File: config.mk
export PLATFORM = sky130hd
export DESIGN_NAME = dmem_arbiter
export DESIGN_NICKNAME = d
export VERILOG_FILES = /design/src/rtl/dmem_arb_pkg.sv /design/src/rtl/dmem_arb_rsp.sv /design/src/rtl/dmem_arbiter.sv
export SDC_FILE = /design/constraint.sdc
export NUM_CORES = 1
export LEC_CHECK = 0
export ABC_AREA = 1
export BUFFER_PORTS_ARGS = -buffer_cell sky130_fd_sc_hd__buf_2
export CORE_AREA = 3 3 128 130
export DETAILED_ROUTE_END_ITERATION = 10
export DIE_AREA = 0 0 131 133
export PLACE_DENSITY = 0.65
export SLEW_MARGIN = 40
export SYNTH_ARGS = -nofsm -noshare
export SYNTH_HDL_FRONTEND = slang
export SYNTH_SLANG_ARGS = --single-unit
File: constraint.sdc
create_clock -name clk -period 1.44 [get_ports clk]
set_input_delay 0.144 -clock clk [delete_from_list [all_inputs] [get_ports clk]]
set_output_delay 0.144 -clock clk [all_outputs]
set_load 0.02 [all_outputs]
File: src/rtl/dmem_arb_pkg.sv
// Shared definitions for the data-memory arbiter: port identities, address
// classification bit and the read-response record.
package dmem_arb_pkg;

  typedef enum logic {
    PORT_CPU = 1'b0,
    PORT_DBG = 1'b1
  } port_e;

  localparam int unsigned MMIO_BIT = 31;

  typedef struct packed {
    logic        valid;
    port_e       port;
    logic [31:0] addr;
  } rsp_t;

endpackage

File: src/rtl/dmem_arb_rsp.sv
// Response stage: remembers the read granted last cycle, steers DMEM read
// data to that port and holds the read-mux selection address.
module dmem_arb_rsp
  import dmem_arb_pkg::*;
(
  input  logic        clk,
  input  logic        rst,
  input  logic        rd_gnt,
  input  port_e       rd_port,
  input  logic [31:0] rd_addr,
  input  logic [31:0] mem_rdata,
  output logic [31:0] mem_fetch_addr,
  output logic        p0_rvalid,
  output logic [31:0] p0_rdata,
  output logic        p1_rvalid,
  output logic [31:0] p1_rdata
);

  rsp_t rsp;

  // Address and port keep their last read value; only valid tracks every edge.
  always_ff @(posedge clk or posedge rst) begin
    if (rst) begin
      rsp <= '0;
    end else begin
      rsp.valid <= rd_gnt;
      if (rd_gnt) begin
        rsp.port <= rd_port;
        rsp.addr <= rd_addr;
      end
    end
  end

  always_comb begin
    mem_fetch_addr = rsp.addr;
    p0_rvalid      = rsp.valid && (rsp.port == PORT_CPU);
    p1_rvalid      = rsp.valid && (rsp.port == PORT_DBG);
    p0_rdata       = p0_rvalid ? mem_rdata : '0;
    p1_rdata       = p1_rvalid ? mem_rdata : '0;
  end

endmodule

File: src/rtl/dmem_arbiter.sv
// Two-port data-memory arbiter: CPU port has priority, the debug/loader port
// is protected by a starvation limit and may lock the grant for bursts.
module dmem_arbiter
  import dmem_arb_pkg::*;
#(
  parameter int unsigned STARVE_LIMIT = 4,
  parameter int unsigned CNT_W        = 3
) (
  input  logic        clk,
  input  logic        rst,
  input  logic        p0_req,
  input  logic        p0_we,
  input  logic [31:0] p0_addr,
  input  logic [31:0] p0_wdata,
  output logic        p0_gnt,
  output logic        p0_rvalid,
  output logic [31:0] p0_rdata,
  input  logic        p1_req,
  input  logic        p1_we,
  input  logic [31:0] p1_addr,
  input  logic [31:0] p1_wdata,
  output logic        p1_gnt,
  output logic        p1_rvalid,
  output logic [31:0] p1_rdata,
  input  logic        p1_lock,
  output logic        mem_we,
  output logic [31:0] mem_ask_addr,
  output logic [31:0] mem_fetch_addr,
  output logic [31:0] mem_wdata,
  input  logic [31:0] mem_rdata
);

  localparam logic [CNT_W-1:0] LIMIT = CNT_W'(STARVE_LIMIT);

  logic [CNT_W-1:0] starve_cnt;
  logic             lock_owner;
  logic             rd_gnt;
  port_e            rd_port;

  // Grant outputs are gated by rst so every output reads 0 during reset.
  always_comb begin
    p0_gnt = 1'b0;
    p1_gnt = 1'b0;
    if (!rst) begin
      if (p1_req && (lock_owner || (starve_cnt == LIMIT))) p1_gnt = 1'b1;
      else if (p0_req)                                      p0_gnt = 1'b1;
      else if (p1_req)                                      p1_gnt = 1'b1;
    end
  end

  always_comb begin
    mem_we       = 1'b0;
    mem_ask_addr = '0;
    mem_wdata    = '0;
    if (!rst) begin
      mem_ask_addr = p1_gnt ? p1_addr  : p0_addr;
      mem_wdata    = p1_gnt ? p1_wdata : p0_wdata;
      mem_we       = (p0_gnt && p0_we) || (p1_gnt && p1_we);
    end
    rd_gnt  = (p0_gnt && !p0_we) || (p1_gnt && !p1_we);
    rd_port = p1_gnt ? PORT_DBG : PORT_CPU;
  end

  always_ff @(posedge clk or posedge rst) begin
    if (rst) begin
      starve_cnt <= '0;
      lock_owner <= 1'b0;
    end else begin
      if (p1_req && !p1_gnt)
        starve_cnt <= (starve_cnt == LIMIT) ? starve_cnt : starve_cnt + CNT_W'(1);
      else
        starve_cnt <= '0;

      if (p1_gnt && p1_lock)       lock_owner <= 1'b1;
      else if (!p1_lock || !p1_req) lock_owner <= 1'b0;
    end
  end

  dmem_arb_rsp u_rsp (
    .clk            (clk),
    .rst            (rst),
    .rd_gnt         (rd_gnt),
    .rd_port        (rd_port),
    .rd_addr        (mem_ask_addr),
    .mem_rdata      (mem_rdata),
    .mem_fetch_addr (mem_fetch_addr),
    .p0_rvalid      (p0_rvalid),
    .p0_rdata       (p0_rdata),
    .p1_rvalid      (p1_rvalid),
    .p1_rdata       (p1_rdata)
  );

endmodule

==> key figures <==
GRT
  • First-pass GRT wire length: 23.4 mm
  • Initial antenna violation count: 1
  • Number of global-route vias before repair: between 4k and 5k
  • Total global routing overflow: 0
  • Total GRT Usage: 16.9%
  • Largest net degree at the start of global routing: 34

Route
  • 1st-iter DRT viols: 160
  • DR WL/cell: 14.3 um
  • DR vias/cell: between 4 and 5
  • Final WL: 16.3 mm
  • DR pass1 iterations: 4
  • Drc violations: 0
  • Vias after detailed routing: a little under 5k
  • ANT nets after route: 0

Setup path
  • Critical-path cell list: inv_2, ha_4, nand3_4, nand3_4, nand2_4, inv_8, buf_12, nand2_1, a21oi_1, buf_4
  • Most used cell, CP: nand3_4
  • Reg2reg start: starve_cnt[0]
  • Crit-path max FO: 13
  • Setup Crit Path Kind: register to primary output
  • Worst EP arrival: 1.79 ns
  • CP required: 1.30 ns
  • CP Capture Type: primary output
  • Crit path launch type: register
  • Worst path slowest cell: dfrtp_1
  • CP delay by family, top: buffers and inverters
  • Crit path launch: starve_cnt[0]
  • Buf/Inv on CP: 4
  • Critical Path Max Stage Delay: 0.38 ns

STA
  • Fin crit share: 134%
  • Rel. slew slack: a little under three quarters
  • Worst Slack Setup Final: -0.494 ns
  • Setup violations, final: 101
  • Fmax: between 0.5 and 0.6 GHz
  • Final Hold Vio Count: 0
  • RSZ-0062 raised after global routing: true
  • Clk_skew: 0.00688 ns
  • Hold_ws: about 0.077 ns
  • Final min period: 1.93 ns
  • Fin. max-slew vios: 0
  • Least-Margin Pin Slew: roughly 0.43 ns

Power and ir drop
  • Static leakage: 4.07 nW
  • Worst VDD drop: around 0.00047 V
  • Pwr dens: slightly above 800 mW/mm^2

Place
  • GPL Wtd Cong: approximately 0.8
  • Setup slack at placement: -0.302 ns
  • I/O Buffers: 331
  • Placed Cells: 1120
  • Detailed Place HPWL: 12.6 mm

Yosys
  • Cells taking the most area after synthesis: dfrtp_1, nand2_1, nor2_1
  • YS warnings: 0
  • Cell Area, Synth: 0.00343 sq mm
  • Top cell type's share of synthesized area: 27.8%
  • Top-count cell post-synth: nand2_1
  • Netlist cell types: 21
  • FF+latch count, synth: 38
  • Ys flop type: dfrtp_1
  • Net Count, Synth: 764
  • Synth top cells by count: nand2_1, nor2_1, inv_1, dfrtp_1, buf_4
  • Sequential share of the synthesized area: 27.8%
  • Asr flop ratio synth: 100%
  • Cells after Synth: 595
  • Dominant cell type by area after synthesis: dfrtp_1
  • Avg Cell Area, Syn: 5.76 sq um
  • Post-synth EDFFs: 0

Run status
  • Failing checks: setup timing
  • Outcome: finished with violations

Floorplan
  • Top Ports: 332
  • Chip width: 131 um
  • Die ar.: 0.0174 sq mm
  • Die Y-Extent: 133 um
  • Initial Util: between 20% and 30%
  • Cell Rows: 45
  • Core ar.: 0.0153 sq mm

Final layout
  • Layout Cells excl Fill: 1142
  • Layout cells sized above 1: approximately three fifths
  • # diodes: 0
  • Final nets: 1099
  • Layout area overhead: 110%
  • Filler cell count: 1529

Job
  • Max Cap Viol: 0

Clock tree
  • H-tree depth: 2
  • CTS Sinks: 38
  • CTS tree: done
  • Clock transition at path regs: 0.07 ns
  • Clk_lat worst skew: 0.28 ns
  • CTS Root Cell: clkbuf_16
  • TritonCTS Buffers: 5
  • Longest Clk Path Bufs: 2

Hold path
  • Path type of the worst min-delay path: input port to asynchronous set/reset pin
-- layout by cell type (no fill, tap or decap), types with 7 or more instances in the layout --
cell type,count
a21oi_4,29
buf_12,14
buf_2,224
buf_4,105
buf_6,44
clkbuf_16,7
dfrtp_1,38
inv_1,71
nand2_1,162
nand2_2,30
nand2_4,14
nand3_1,29
nor2_1,52
nor2_2,38
nor2_4,39
-- sequential cells by signal, indices dropped and copies added (netlist names) --
| register | flops |
|---|---|
| starve_cnt | 3 |
| u_rsp.rsp | 2 |
| lock_owner | 1 |
| u_rsp.mem_fetch_addr | 32 |
-- final cells by class --
type / instances / area [sq um] / area share [%]
Clock buffer: 5 / 125 / 1.74
Inverter: 76 / 294 / 4.08
Tap cell: 211 / 264 / 3.66
Multi-Input combinational cell: 414 / 2670 / 37.1
Sequential cell: 38 / 951 / 13.2
Clock inverter: 3 / 68.8 / 0.955
Timing Repair Buffer: 395 / 2830 / 39.3
-- per-layer routing --
| metal | routed length (um) | part of all wire, % | GRT usage, % |
|---|---|---|---|
| met5 | 0 | 0 | 0 |
| met4 | 165 | 1.0 | 2.63 |
| met3 | 1160 | 7.1 | 3.63 |
| met2 | 9150 | 56 | 33.6 |
| met1 | 5840 | 36 | 17.9 |
-- final timing paths --
path	end	slack, ns	depth (start not counted)
setup / recovery	mem_wdata[31]	-0.49	10
hold / removal	starve_cnt[1]	0.08	4
setup reg to reg	u_rsp.mem_fetch_addr[8]	-0.21	10
hold reg to reg	u_rsp.mem_fetch_addr[2]	0.50	2
max in group asynchronous	u_rsp.mem_fetch_addr[10]	0.46	4
min in group clk	lock_owner	0.10	2
-- report_power, final --
part           internal [mW]  switching, mW
Sequential              1.27          0.120
Clock                  0.997          0.492
Combinational           1.32           1.76
Total                   3.59           2.37
-- stage by stage --
stage / power, mW / utilization [%] / area (sq um) / TNS (ns)
after floorplan: 3.28 / - / 4140 / -6.00
after CTS: 5.83 / 44.4 / 6780 / -33.92
after global routing: 6.33 / 47.2 / 7200 / -45.47
final: 5.96 / 47.2 / 7200 / -35.46
after detailed placement: 4.05 / 39.8 / 6080 / -20.95
after global placement: 4.02 / 39.8 / 6080 / -18.29
-- cells by family after synthesis --
logic type	after synthesis	share of synthesized area [%]
simple gates	373	44.3
buf+inv	143	21.3
xor+xnor	1	0.256
flops	38	27.8
compound gates	38	5.70
fa+ha+maj	2	0.730
-- timing repair --
| action | 4_1_cts | 5_1_grt |
|---|---|---|
| gates cloned | 2 | 2 |
| hold buffers | 4 | 0 |
| pin swaps | 1 | 3 |
| endpoints found under the hold margin | 11 | 0 |
| setup buffers | 3 | 3 |
| resized for setup | 134 | 113 |
| endpoints found under the setup margin | 110 | 134 |
-- worst reg2reg max path: cells and delay by family, from the launching register on --
kind	cells	cell delay (ns)
fa+ha+maj	1	0.15
buf+inv	4	0.55
flops	1	0.38
simple gates	5	0.45
(Power assumes the default switching activity.)
